===== config.mk =====
export PLATFORM = sky130hd
export DESIGN_NAME = dest_dispatch_flat
export DESIGN_NICKNAME = d
export VERILOG_FILES = /design/src/rtl/dest_dispatch_if.sv /design/src/rtl/dest_dispatch.sv /design/src/flat_wrapper.sv
export SDC_FILE = /design/constraint.sdc
export NUM_CORES = 1
export LEC_CHECK = 0
export CORE_MARGIN = 3
export CORE_UTILIZATION = 35
export DETAILED_ROUTE_END_ITERATION = 10
export DONT_BUFFER_PORTS = 1
export PLACE_DENSITY = 0.6
export SLEW_MARGIN = 20
export SYNTH_ARGS = -nofsm -noshare
export SYNTH_HDL_FRONTEND = slang
export SYNTH_SLANG_ARGS = --single-unit

===== constraint.sdc =====
create_clock -name clk -period 3.7 [get_ports clk]
set_input_delay 0.925 -clock clk [delete_from_list [all_inputs] [get_ports clk]]
set_output_delay 0.925 -clock clk [all_outputs]
set_load 0.1 [all_outputs]

===== src/rtl/dest_dispatch_if.sv =====
// Upstream request port and per-channel downstream port of the destination dispatcher.
// A transfer happens on a rising edge where valid & ready are both high; valid must not depend on ready.
interface dest_dispatch_if #(
    parameter int NUM_CH   = 4,
    parameter int DATA_W   = 32,
    parameter int DEST_W   = 16,
    parameter int ERRCNT_W = 8
);
    logic                in_valid;
    logic                in_ready;
    logic [DEST_W-1:0]   in_dest;
    logic [DATA_W-1:0]   in_data;
    logic [NUM_CH-1:0]   out_valid;
    logic [NUM_CH-1:0]   out_ready;
    logic [DATA_W-1:0]   out_data;
    logic                err_valid;
    logic [1:0]          err_code;
    logic [DEST_W-1:0]   err_dest;
    logic [ERRCNT_W-1:0] err_cnt;
    logic                busy;

    // master: the dispatcher itself; slave: the surrounding producer/consumers.
    modport master (
        input  in_valid, in_dest, in_data, out_ready,
        output in_ready, out_valid, out_data, err_valid, err_code, err_dest, err_cnt, busy
    );
    modport slave (
        output in_valid, in_dest, in_data, out_ready,
        input  in_ready, out_valid, out_data, err_valid, err_code, err_dest, err_cnt, busy
    );
endinterface


===== src/rtl/dest_dispatch.sv =====
// Single-request dispatcher: routes one tagged request to one of NUM_CH channels,
// reporting unmapped destinations and consumer timeouts with a saturating error count.
module dest_dispatch #(
    parameter int                NUM_CH    = 4,
    parameter int                DATA_W    = 32,
    parameter int                DEST_W    = 16,
    parameter logic [DEST_W-1:0] BASE_DEST = '0,
    parameter int                TIMEOUT   = 255,
    parameter int                ERRCNT_W  = 8
) (
    input  logic            clk,
    input  logic            rst_n,
    dest_dispatch_if.master bus,
    output logic [1:0]      state_o
);
    localparam int SEL_W = (NUM_CH > 1) ? $clog2(NUM_CH) : 1;
    localparam int TMR_W = (TIMEOUT > 0) ? $clog2(TIMEOUT + 1) : 1;
    localparam logic [TMR_W-1:0] TMR_LAST = (TIMEOUT > 0) ? TMR_W'(TIMEOUT - 1) : '0;

    typedef enum logic [1:0] {
        IDLE     = 2'd0,
        DISPATCH = 2'd1,
        ERR      = 2'd2
    } state_t;

    state_t              state_cs, state_ns;
    logic [DEST_W-1:0]   dest_q;
    logic [DATA_W-1:0]   data_q;
    logic [SEL_W-1:0]    sel_q, sel_d;
    logic [NUM_CH-1:0]   out_valid_q, out_valid_d;
    logic                err_valid_q;
    logic [1:0]          err_code_q, err_code_d;
    logic [ERRCNT_W-1:0] err_cnt_q;
    logic [TMR_W-1:0]    timer_q, timer_d;

    logic [DEST_W:0] offset;
    logic            mapped;
    logic            hs;
    logic            in_ready;
    logic            accept;
    logic            timeout;

    // One extra bit so codes below BASE_DEST wrap to a huge offset and read as unmapped.
    assign offset  = {1'b0, bus.in_dest} - {1'b0, BASE_DEST};
    assign mapped  = offset < (DEST_W + 1)'(NUM_CH);
    assign hs      = |(out_valid_q & bus.out_ready);
    assign accept  = bus.in_valid & in_ready;
    assign timeout = (TIMEOUT != 0) && (state_cs == DISPATCH) && (timer_q == TMR_LAST) && !hs;

    always_comb begin
        in_ready = 1'b0;
        case (state_cs)
            IDLE:     in_ready = 1'b1;
            DISPATCH: in_ready = hs;
            default:  in_ready = 1'b0;
        endcase
    end

    always_comb begin
        state_ns   = state_cs;
        err_code_d = 2'b00;
        case (state_cs)
            IDLE: begin
                if (accept) state_ns = mapped ? DISPATCH : ERR;
            end
            DISPATCH: begin
                if (hs)           state_ns = accept ? (mapped ? DISPATCH : ERR) : IDLE;
                else if (timeout) state_ns = ERR;
            end
            ERR:     state_ns = IDLE;
            default: state_ns = IDLE;
        endcase
        // The only way into ERR without an accept is the timeout path.
        if (state_ns == ERR) err_code_d = accept ? 2'b01 : 2'b10;
    end

    always_comb begin
        sel_d       = accept ? offset[SEL_W-1:0] : sel_q;
        out_valid_d = (state_ns == DISPATCH) ? (NUM_CH'(1) << sel_d) : '0;
        timer_d     = timer_q;
        if (state_ns != DISPATCH || state_cs != DISPATCH || hs) timer_d = '0;
        else if (timer_q != '1)                                 timer_d = timer_q + 1'b1;
    end

    always_ff @(posedge clk or negedge rst_n) begin
        if (!rst_n) begin
            state_cs    <= IDLE;
            dest_q      <= '0;
            data_q      <= '0;
            sel_q       <= '0;
            out_valid_q <= '0;
            err_valid_q <= 1'b0;
            err_code_q  <= 2'b00;
            err_cnt_q   <= '0;
            timer_q     <= '0;
        end else begin
            state_cs    <= state_ns;
            sel_q       <= sel_d;
            out_valid_q <= out_valid_d;
            timer_q     <= timer_d;
            err_valid_q <= (state_ns == ERR);
            err_code_q  <= err_code_d;
            if (accept)           dest_q <= bus.in_dest;
            // Unmapped requests never reach a channel, so out_data keeps the last delivered payload.
            if (accept && mapped) data_q <= bus.in_data;
            if (state_ns == ERR && err_cnt_q != '1) err_cnt_q <= err_cnt_q + 1'b1;
        end
    end

    assign bus.in_ready  = in_ready;
    assign bus.out_valid = out_valid_q;
    assign bus.out_data  = data_q;
    assign bus.err_valid = err_valid_q;
    assign bus.err_code  = err_code_q;
    assign bus.err_dest  = dest_q;
    assign bus.err_cnt   = err_cnt_q;
    assign bus.busy      = (state_cs != IDLE);
    assign state_o       = state_cs;
endmodule


===== src/flat_wrapper.sv =====
// flat-port wrapper written by rule: the top's interface ports become plain ports
module dest_dispatch_flat 
#(
    parameter int                NUM_CH    = 4,
    parameter int                DATA_W    = 32,
    parameter int                DEST_W    = 16,
    parameter logic [DEST_W-1:0] BASE_DEST = '0,
    parameter int                TIMEOUT   = 255,
    parameter int                ERRCNT_W  = 8
)
  (clk, rst_n, state_o, bus_in_valid, bus_in_dest, bus_in_data, bus_out_ready, bus_in_ready, bus_out_valid, bus_out_data, bus_err_valid, bus_err_code, bus_err_dest, bus_err_cnt, bus_busy);
  dest_dispatch_if #(.NUM_CH(NUM_CH), .DATA_W(DATA_W), .DEST_W(DEST_W), .ERRCNT_W(ERRCNT_W)) bus_i ();
  input  logic clk;
  input  logic rst_n;
  output logic [1:0] state_o;
  input wire logic [$bits(bus_i.in_valid)-1:0] bus_in_valid;
  input wire logic [$bits(bus_i.in_dest)-1:0] bus_in_dest;
  input wire logic [$bits(bus_i.in_data)-1:0] bus_in_data;
  input wire logic [$bits(bus_i.out_ready)-1:0] bus_out_ready;
  output wire logic [$bits(bus_i.in_ready)-1:0] bus_in_ready;
  output wire logic [$bits(bus_i.out_valid)-1:0] bus_out_valid;
  output wire logic [$bits(bus_i.out_data)-1:0] bus_out_data;
  output wire logic [$bits(bus_i.err_valid)-1:0] bus_err_valid;
  output wire logic [$bits(bus_i.err_code)-1:0] bus_err_code;
  output wire logic [$bits(bus_i.err_dest)-1:0] bus_err_dest;
  output wire logic [$bits(bus_i.err_cnt)-1:0] bus_err_cnt;
  output wire logic [$bits(bus_i.busy)-1:0] bus_busy;
  assign bus_i.in_valid = bus_in_valid;
  assign bus_i.in_dest = bus_in_dest;
  assign bus_i.in_data = bus_in_data;
  assign bus_i.out_ready = bus_out_ready;
  assign bus_in_ready = bus_i.in_ready;
  assign bus_out_valid = bus_i.out_valid;
  assign bus_out_data = bus_i.out_data;
  assign bus_err_valid = bus_i.err_valid;
  assign bus_err_code = bus_i.err_code;
  assign bus_err_dest = bus_i.err_dest;
  assign bus_err_cnt = bus_i.err_cnt;
  assign bus_busy = bus_i.busy;
  dest_dispatch #(.NUM_CH(NUM_CH), .DATA_W(DATA_W), .DEST_W(DEST_W), .BASE_DEST(BASE_DEST), .TIMEOUT(TIMEOUT), .ERRCNT_W(ERRCNT_W)) u_core (.clk(clk), .rst_n(rst_n), .bus(bus_i), .state_o(state_o));
endmodule

==> flow_metrics.tcl, run 1 <==
set metrics [dict create \
    synth_top_area_cell "dfrtp_1" \
    skew_ns 0.0104 \
    cts_tree "yes" \
    place_ws_ns 0.882 \
    rsz0062_at_grt "false" \
    syn_avg_cell_area_um2 12.0 \
    track_usage 0.127 \
    clk_pin_slew_worst_paths_ns 0.08 \
    max_freq_mhz 359 \
    drt_iter0_drc 92 \
    cts_resized 0 \
    crit_path_top_delay_cell "a222oi_1" \
    cts.sinks 75 \
    slew-limit-headroom 0.318 \
    synth_edf_count 0 \
    syn_nets 310 \
    synthTopCellsByArea "dfrtp_1 62%, mux2_2 13%, nand2_1 6.9%, xor2_1 2.3%, nor2_1 1.9%" \
    vias 1928 \
    hp-class "in2async" \
    path_common_cell "buf_4" \
    crit_path_end_kind "primary output" \
    setup_slack_ns 0.911 \
    crit_chain "buf_4 -> a222oi_1 -> buf_4 -> a21oi_2 -> buf_4" \
    setup_viol 0 \
    fin_nets 329 \
    insertion_delay_ns 0.34 \
    row_count 33 \
    post-route-period-util 0.754 \
    min_period_ns 2.79 \
    clockBufferDepth 2 \
    maxSlewViolCount 0 \
    portBuffers 0 \
    grt_max_degree 76 \
    ys_seq_area_frac 0.620 \
    cap_viol_max_count 0 \
    power.density_nw_per_um2 669 \
    status "finished, final reports clean" \
    hold_violations 0 \
    cts_root_buffer "clkbuf_8" \
    cts_buffers 9 \
    cp_top_family "buffers and inverters" \
    avgViaCountPerCell 5.06 \
    antenna_found_initial 0 \
    postRouteAntennaNets 0 \
    synth_seq_cells 75 \
    synth_top_area_share 0.620 \
    syn_inst 252 \
    required_ns 2.77 \
    tightest_slew_ns 1.02 \
    dp_hpwl_um 4270 \
    irDropWorstVdd_v 0.000409 \
    synthArstFlopShare 1.00 \
    max_stage_delay_ns 0.43 \
    routedWlPerCell_um 15.6 \
    die_h_um 99.0 \
    diodes 0 \
    core_um2 8300 \
    synthDistinctLibCells 34 \
    gr-total-overflow 0 \
    grt_pass1_wl_um 9760 \
    die-area_um2 9800 \
    criticalPathCategory "reg2out" \
    cp.arrival_ns 1.86 \
    drc_errors 0 \
    setup_tns_ns 0 \
    drt-total-wl_um 5960 \
    netlist_area_um2 3030 \
    postCtsHoldBufs 0 \
    timing.critical_path.buf_inv 3 \
    synthFlopType "dfrtp_1" \
    die_x_um 99.0 \
    gp_congestion 0.831 \
    cp-start-kind "flop" \
    cp_max_fo 4 \
    start_util 0.365 \
    htree_levels 3 \
    p_leak_uw 0.00175 \
    drive_gt1_frac 0.250 \
    yosysWarningCount 0 \
    ios 122 \
    grt_pass1_vias 2043 \
    cts_setup_buffers 0 \
    syn_to_final_growth_pct 14.6 \
    drtPass1Iterations 4 \
]
==> path summary, 6_finish.rpt <==
check	slack [ns]	startpoint	cells after the start	to
min reg2reg	0.56	u_core.sel_q[0]$_DFF_PN0_	2	u_core.sel_q[0]$_DFF_PN0_
min in group clk	0.56	u_core.sel_q[0]$_DFF_PN0_	2	u_core.sel_q[0]$_DFF_PN0_
max reg2reg	1.22	u_core.bus.out_valid[1]$_DFF_PN0_	8	u_core.bus.out_data[11]$_DFFE_PN0N_
max in group asynchronous	3.33	rst_n	0	u_core.bus.out_data[17]$_DFFE_PN0N_
min	0.27	rst_n	0	u_core.bus.out_data[10]$_DFFE_PN0N_
max	0.91	u_core.bus.out_valid[1]$_DFF_PN0_	5	bus_in_ready
==> routing by layer <==
| metal | share of wire | up-vias | track usage |
|---|---|---|---|
| met5 | 0 | - | 0 |
| met3 | 0.14 | 6 | 0.0828 |
| met2 | 0.44 | 107 | 0.182 |
| met1 | 0.41 | 927 | 0.156 |
| li1 | - | 888 | - |
| met4 | 0.0089 | 0 | 0.0347 |
==> sequential cells by signal, summed over array words and instances, names as in the netlist <==
register	cells
u_core.timer_q	8
u_core.bus.err_cnt	8
u_core.state_o	2
u_core.bus.out_data	32
u_core.bus.err_valid	1
u_core.bus.err_dest	16
u_core.bus.err_code	2
u_core.sel_q	2
u_core.bus.out_valid	4
==> stage by stage <==
stage | utilization | area (um^2) | cells | hold WS, ns | power (uW)
after floorplan | - | 3030 | 252 | 0.521 | 1550
after global placement | 0.391 | 3240 | 365 | 0.551 | 1630
after detailed placement | 0.391 | 3240 | 365 | 0.560 | 1640
after CTS | 0.418 | 3470 | 381 | 0.245 | 2360
after global routing | 0.418 | 3470 | 381 | 0.232 | 2430
final | 0.418 | 3470 | 381 | 0.269 | 2320
==> cell usage in the layout, fill, tap and decap left out, types with 2 or more instances in the layout <==
cell	count
dfrtp_1	75
nand2_1	56
mux2_2	34
buf_4	16
nor2_1	15
clkbuf_8	11
xor2_1	8
inv_1	6
nor3_1	6
nand4_1	4
nand3_1	4
and4_1	3
nor4_1	3
ha_1	3
a21boi_0	2
nand2b_1	2
a21oi_1	2
o32a_1	2
nor3b_1	2
a31oi_1	2
xnor2_1	2
bufinv_16	2
==> cell families after synthesis <==
logic type	share of synthesized area
fa+ha+maj	0.0124
mux	0.126
xor+xnor	0.0289
buf+inv	0.0211
simple gates	0.155
flops	0.620
compound gates	0.0359
==> worst register-to-register path: stages, from the launching register on <==
cell and delay [ns]:
dfrtp_1 0.36, buf_4 0.23, a222oi_1 0.43, buf_4 0.21, a21oi_1 0.06, buf_4 0.22, nand2_1 0.09, buf_4 0.38
mux2_2 0.39
==> cells in the mapped netlist, drive strengths merged, types with 2 or more instances <==
master  instances
nor4            4
xor2            8
ha              3
dfrtp          75
xnor2           2
a21oi           3
clkbuf          3
nor3b           2
mux2           34
a21boi          2
nand2          56
nand2b          2
nand4           4
nor2           15
a31oi           2
nor3            6
nand3           4
buf             5
and4            3
inv             6
o32a            2
==> power breakdown <==
group	leakage, uW	total [uW]	switching (uW)	internal [uW]
clock	0.000113	706	290	416
sequential	0.000999	1210	327	881
combinational	0.000635	409	317	92.1
total	0.00175	2320	934	1390
==> layout make-up <==
cell class                      count  area [um^2]
Sequential cell                    75         1880
Multi-Input combinational cell    163         1090
Clock buffer                       12          155
Tap cell                          105          131
Timing Repair Buffer               16          120
Inverter                            6         22.5
Fill cell                         775         4830
Clock inverter                      4         72.6
Note: power is estimated with default switching activity, not from simulation.
==> inputs of run 2 (changes only) <==
--- a/config.mk
+++ b/config.mk
@@ -9,7 +9,7 @@
 export CORE_UTILIZATION = 35
 export DETAILED_ROUTE_END_ITERATION = 10
 export DONT_BUFFER_PORTS = 1
-export PLACE_DENSITY = 0.6
+export PLACE_DENSITY = 0.62
 export SLEW_MARGIN = 20
 export SYNTH_ARGS = -nofsm -noshare
 export SYNTH_HDL_FRONTEND = slang
==> constraint.sdc (replaced) <==
create_clock -name clk -period 2.4 [get_ports clk]
set_input_delay 0.6 -clock clk [delete_from_list [all_inputs] [get_ports clk]]
set_output_delay 0.6 -clock clk [all_outputs]
set_load 0.1 [all_outputs]
==> flow_metrics.tcl, run 2 (synthesis gave the netlist of run 1 again) <==
set metrics [dict create \
    antenna_found_initial 1 \
    hp-class "in2async" \
    drt_iter0_drc 81 \
    cp-start-kind "flop" \
    power.density_nw_per_um2 982 \
    cap_viol_max_count 0 \
    most-common-layout-cells "70 x dfrtp_1, 56 x nand2_1, 39 x buf_4, 32 x mux2_2, 14 x nor2_1" \
    grt_max_degree 76 \
    portBuffers 0 \
    die_h_um 99.0 \
    clockBufferDepth 2 \
    die_x_um 99.0 \
    cp.arrival_ns 1.68 \
    drt-total-wl_um 6500 \
    gp_congestion 0.748 \
    final_cells 408 \
    avgViaCountPerCell 4.97 \
    max_freq_mhz 438 \
    slew-limit-headroom 0.387 \
    syn_to_final_growth_pct 25.6 \
    min_period_ns 2.28 \
    grt_pass1_vias 2103 \
    start_util 0.365 \
    cts.sinks 75 \
    irDropWorstVdd_v 0.000793 \
    maxSlewViolCount 0 \
    cts_buffers 9 \
    cts_setup_buffers 0 \
    cp_max_fo 4 \
    status "finished, final reports clean" \
    largest_reg_flops 32 \
    gr-total-overflow 0 \
    placedCellCount 392 \
    diodes 0 \
    routedWlPerCell_um 15.9 \
    row_count 33 \
    clk_pin_slew_worst_paths_ns 0.07 \
    tightest_slew_ns 0.919 \
    cts_tree "yes" \
    dp_hpwl_um 4710 \
    die-area_um2 9800 \
    hold_violations 0 \
    vias 2028 \
    post-route-period-util 0.951 \
    finalPower_uw 3730 \
    postRouteAntennaNets 0 \
    drc_errors 0 \
    htree_levels 3 \
    track_usage 0.134 \
    drive_gt1_frac 0.347 \
    crit_path_end_kind "primary output" \
    mostFrequentLayoutCell "dfrtp_1" \
    rsz0062_at_grt "false" \
    fin_nets 357 \
    p_leak_uw 0.00193 \
    cts_root_buffer "clkbuf_8" \
    drtPass1Iterations 4 \
    skew_ns 0.00984 \
    core_um2 8300 \
    grt_pass1_wl_um 10300 \
    criticalPathCategory "reg2out" \
    required_ns 1.80 \
    insertion_delay_ns 0.34 \
    ios 122 \
    setup_viol 0 \
]
## run 2: cell types whose count changed in the layout (fill, tap and decap cells not counted), sizes merged
cell	change
buf	+28
clkinv	+1
clkbuf	-2
## run 2: path summary, 6_finish.rpt
| kind | end | slack, ns | cells past startpoint | start |
|---|---|---|---|---|
| worst max-delay path | bus_in_ready | 0.12 | 4 | u_core.bus.out_valid[1]$_DFF_PN0_ |
| worst min-delay path | u_core.state_o[0]$_DFF_PN0_ | 0.13 | 1 | rst_n |
| worst max register to register | u_core.bus.err_cnt[6]$_DFFE_PN0P_ | 0.15 | 7 | u_core.bus.out_valid[1]$_DFF_PN0_ |
| worst min register to register | u_core.bus.err_dest[0]$_DFFE_PN0N_ | 0.48 | 2 | u_core.bus.err_dest[0]$_DFFE_PN0N_ |
| max in group asynchronous | u_core.bus.out_data[11]$_DFFE_PN0N_ | 1.94 | 1 | rst_n |
| min in group clk | u_core.bus.err_dest[4]$_DFFE_PN0N_ | 0.37 | 2 | bus_in_dest[4] |
## run 2: layer usage
layer  wire (um)  track usage
met5          13            0
met4          57       0.0315
met3         777       0.0821
met2        2930        0.196
met1        2710        0.168
## run 2: through the flow
step | TNS [ns] | utilization | cell area (um^2) | setup WS [ns] | hold slack [ns]
floorplan | -3.07 | - | 3100 | -0.0997 | 0.304
detailed placement | 0 | 0.429 | 3560 | 0.0156 | 0.306
CTS | 0 | 0.458 | 3800 | 0.0778 | 0.151
global route | 0 | 0.458 | 3800 | 0.0253 | 0.151
finish | 0 | 0.458 | 3800 | 0.118 | 0.134
global placement | 0 | 0.429 | 3560 | 0.00555 | 0.307
## run 2: report_power, final
| part | switching [uW] | internal, uW | total [uW] |
|---|---|---|---|
| clock network | 446 | 605 | 1050 |
| logic | 1000 | 247 | 1250 |
| registers | 65.8 | 1370 | 1430 |
## run 2: cell type report
class	instances	area [um^2]
fill	769	4500
sequential	75	1890
multi-input combinational	163	1150
timing repair buffer	44	400
clock buffer	10	138
tap	105	131
clock inverter	5	77.6
inverter	6	22.5
## run 2: critical path, cell delays in order, from the launching register on
cell and delay [ns]:
dfrtp_4 0.48, a222oi_1 0.41, buf_4 0.22, a21oi_4 0.06, buf_12 0.18
## run 2: what timing repair did
action	CTS	global route
gates resized for setup	0	0
hold endpoints to repair	75	0
hold buffers	1	0
==> inputs of run 3 (changes only) <==
--- a/config.mk
+++ b/config.mk
@@ -10,6 +10,7 @@
 export DETAILED_ROUTE_END_ITERATION = 10
 export DONT_BUFFER_PORTS = 1
 export PLACE_DENSITY = 0.62
+export RECOVER_POWER = 50
 export SLEW_MARGIN = 20
 export SYNTH_ARGS = -nofsm -noshare
 export SYNTH_HDL_FRONTEND = slang
==> flow_metrics.tcl, run 3 (synthesis gave the netlist of run 1 again) <==
set metrics [dict create \
    status "finished, final reports clean" \
    power.density_nw_per_um2 985 \
    clockBufferDepth 2 \
    cts_root_buffer "clkbuf_8" \
    die_x_um 99.0 \
    placedCellCount 392 \
    cp_num_cells 4 \
    drt_iter0_drc 83 \
    finalPower_uw 3670 \
    multi_input_area_um2 1150 \
    mostFrequentLayoutCell "dfrtp_1" \
    ios 122 \
    irDropWorstVdd_v 0.000750 \
    gp_congestion 0.748 \
    die-area_um2 9800 \
    grt_pass1_vias 2103 \
    ff2ff_path_depth 7 \
    vias 2033 \
    clk_pin_slew_worst_paths_ns 0.07 \
    portBuffers 0 \
    gr-total-overflow 0 \
    cp.arrival_ns 1.68 \
    die_h_um 99.0 \
    post-route-period-util 0.951 \
    core_um2 8300 \
    fillers 790 \
    timing.critical_path.buf_inv 2 \
    skew_ns 0.0103 \
    row_count 33 \
    diodes 0 \
    criticalPathCategory "reg2out" \
    max_stage_delay_ns 0.48 \
    hp-class "in2async" \
    hold_violations 0 \
    fin_nets 357 \
    drt-total-wl_um 6500 \
    crit_path_top_delay_cell "dfrtp_4" \
    cts_tree "yes" \
    slew-limit-headroom 0.384 \
    max_freq_mhz 438 \
    htree_levels 3 \
    postRouteAntennaNets 0 \
    dp_hpwl_um 4710 \
    track_usage 0.134 \
    cts.sinks 75 \
    required_ns 1.80 \
    syn_to_final_growth_pct 23.0 \
    tightest_slew_ns 0.924 \
    drc_errors 0 \
    final_cells 408 \
    drive_gt1_frac 0.347 \
    maxSlewViolCount 0 \
    cp_max_fo 4 \
    largest_reg_flops 32 \
    setup_viol 0 \
    grt_max_degree 76 \
    avgViaCountPerCell 4.98 \
    crit_path_end_kind "primary output" \
    ff_latch_area_um2 1890 \
    grt_pass1_wl_um 10300 \
    drtPass1Iterations 4 \
    rsz0062_at_grt "false" \
    cp_top_family "flip-flops" \
    routedWlPerCell_um 15.9 \
    insertion_delay_ns 0.34 \
    most-common-layout-cells "70 x dfrtp_1, 56 x nand2_1, 32 x mux2_2, 31 x clkbuf_2, 14 x nor2_1" \
    crit_chain "a222oi_1 -> buf_4 -> a21oi_4 -> buf_12" \
    cts_buffers 9 \
    cp-start-kind "flop" \
    min_period_ns 2.28 \
    p_leak_uw 0.00191 \
    antenna_found_initial 1 \
    start_util 0.365 \
    cap_viol_max_count 0 \
]
[run 3: changes by cell type in the layout (fill, tap and decap cells not counted), sizes merged]
cell    delta
buf       -31
clkbuf    +31
[run 3: repair_timing]
item | CTS | global route
setup buffers | 0 | 0
gates resized for setup | 0 | 0
endpoints found under the hold margin | 75 | 0
setup endpoints to repair | 0 | 0
hold buffers | 1 | 0
[run 3: power by group]
group	total, uW	internal, uW	switching (uW)
combinational	1190	185	1000
sequential	1430	1370	63.0
clock	1050	605	447
[run 3: worst register-to-register path: stages (launching register included)]
cell      delay (ns)
dfrtp_4         0.48
a222oi_1        0.41
buf_4           0.22
nand2_1         0.07
o32a_1          0.38
buf_12          0.16
nor3_4          0.12
mux2_4          0.31
[run 3: worst paths after layout]
kind	end	slack, ns	startpoint
worst max register to register	u_core.bus.err_cnt[6]$_DFFE_PN0P_	0.15	u_core.bus.out_valid[1]$_DFF_PN0_
worst min register to register	u_core.bus.err_dest[0]$_DFFE_PN0N_	0.48	u_core.bus.err_dest[0]$_DFFE_PN0N_
worst max-delay path	bus_in_ready	0.12	u_core.bus.out_valid[1]$_DFF_PN0_
min in group clk	u_core.bus.err_dest[4]$_DFFE_PN0N_	0.37	bus_in_dest[4]
max in group asynchronous	u_core.bus.out_data[11]$_DFFE_PN0N_	1.94	rst_n
worst min-delay path	u_core.state_o[0]$_DFF_PN0_	0.13	rst_n
[run 3: area by class of cell]
type / instances / area share
Tap cell: 105 / 0.0353
Sequential cell: 75 / 0.506
Clock buffer: 10 / 0.0369
Clock inverter: 5 / 0.0208
Multi-Input combinational cell: 163 / 0.308
Inverter: 6 / 0.00605
Timing Repair Buffer: 44 / 0.0867
[run 3: layer usage]
layer,GRT usage,vias to the layer above,part of all wire
li1,-,951,-
met2,0.196,87,0.45
met1,0.168,986,0.42
met3,0.0821,7,0.12
met4,0.0315,2,0.0094
met5,0,-,0.0020
[run 3: metrics by stage]
stage	TNS, ns	hold WS, ns	worst slack (ns)	area (um^2)	util
finish	0	0.133	0.118	3720	0.449
global route	0	0.151	0.0266	3720	0.449
CTS	0	0.151	0.0778	3800	0.458
detailed placement	0	0.306	0.0156	3560	0.429
global placement	0	0.307	0.00555	3560	0.429
floorplan	-3.07	0.304	-0.0997	3100	-
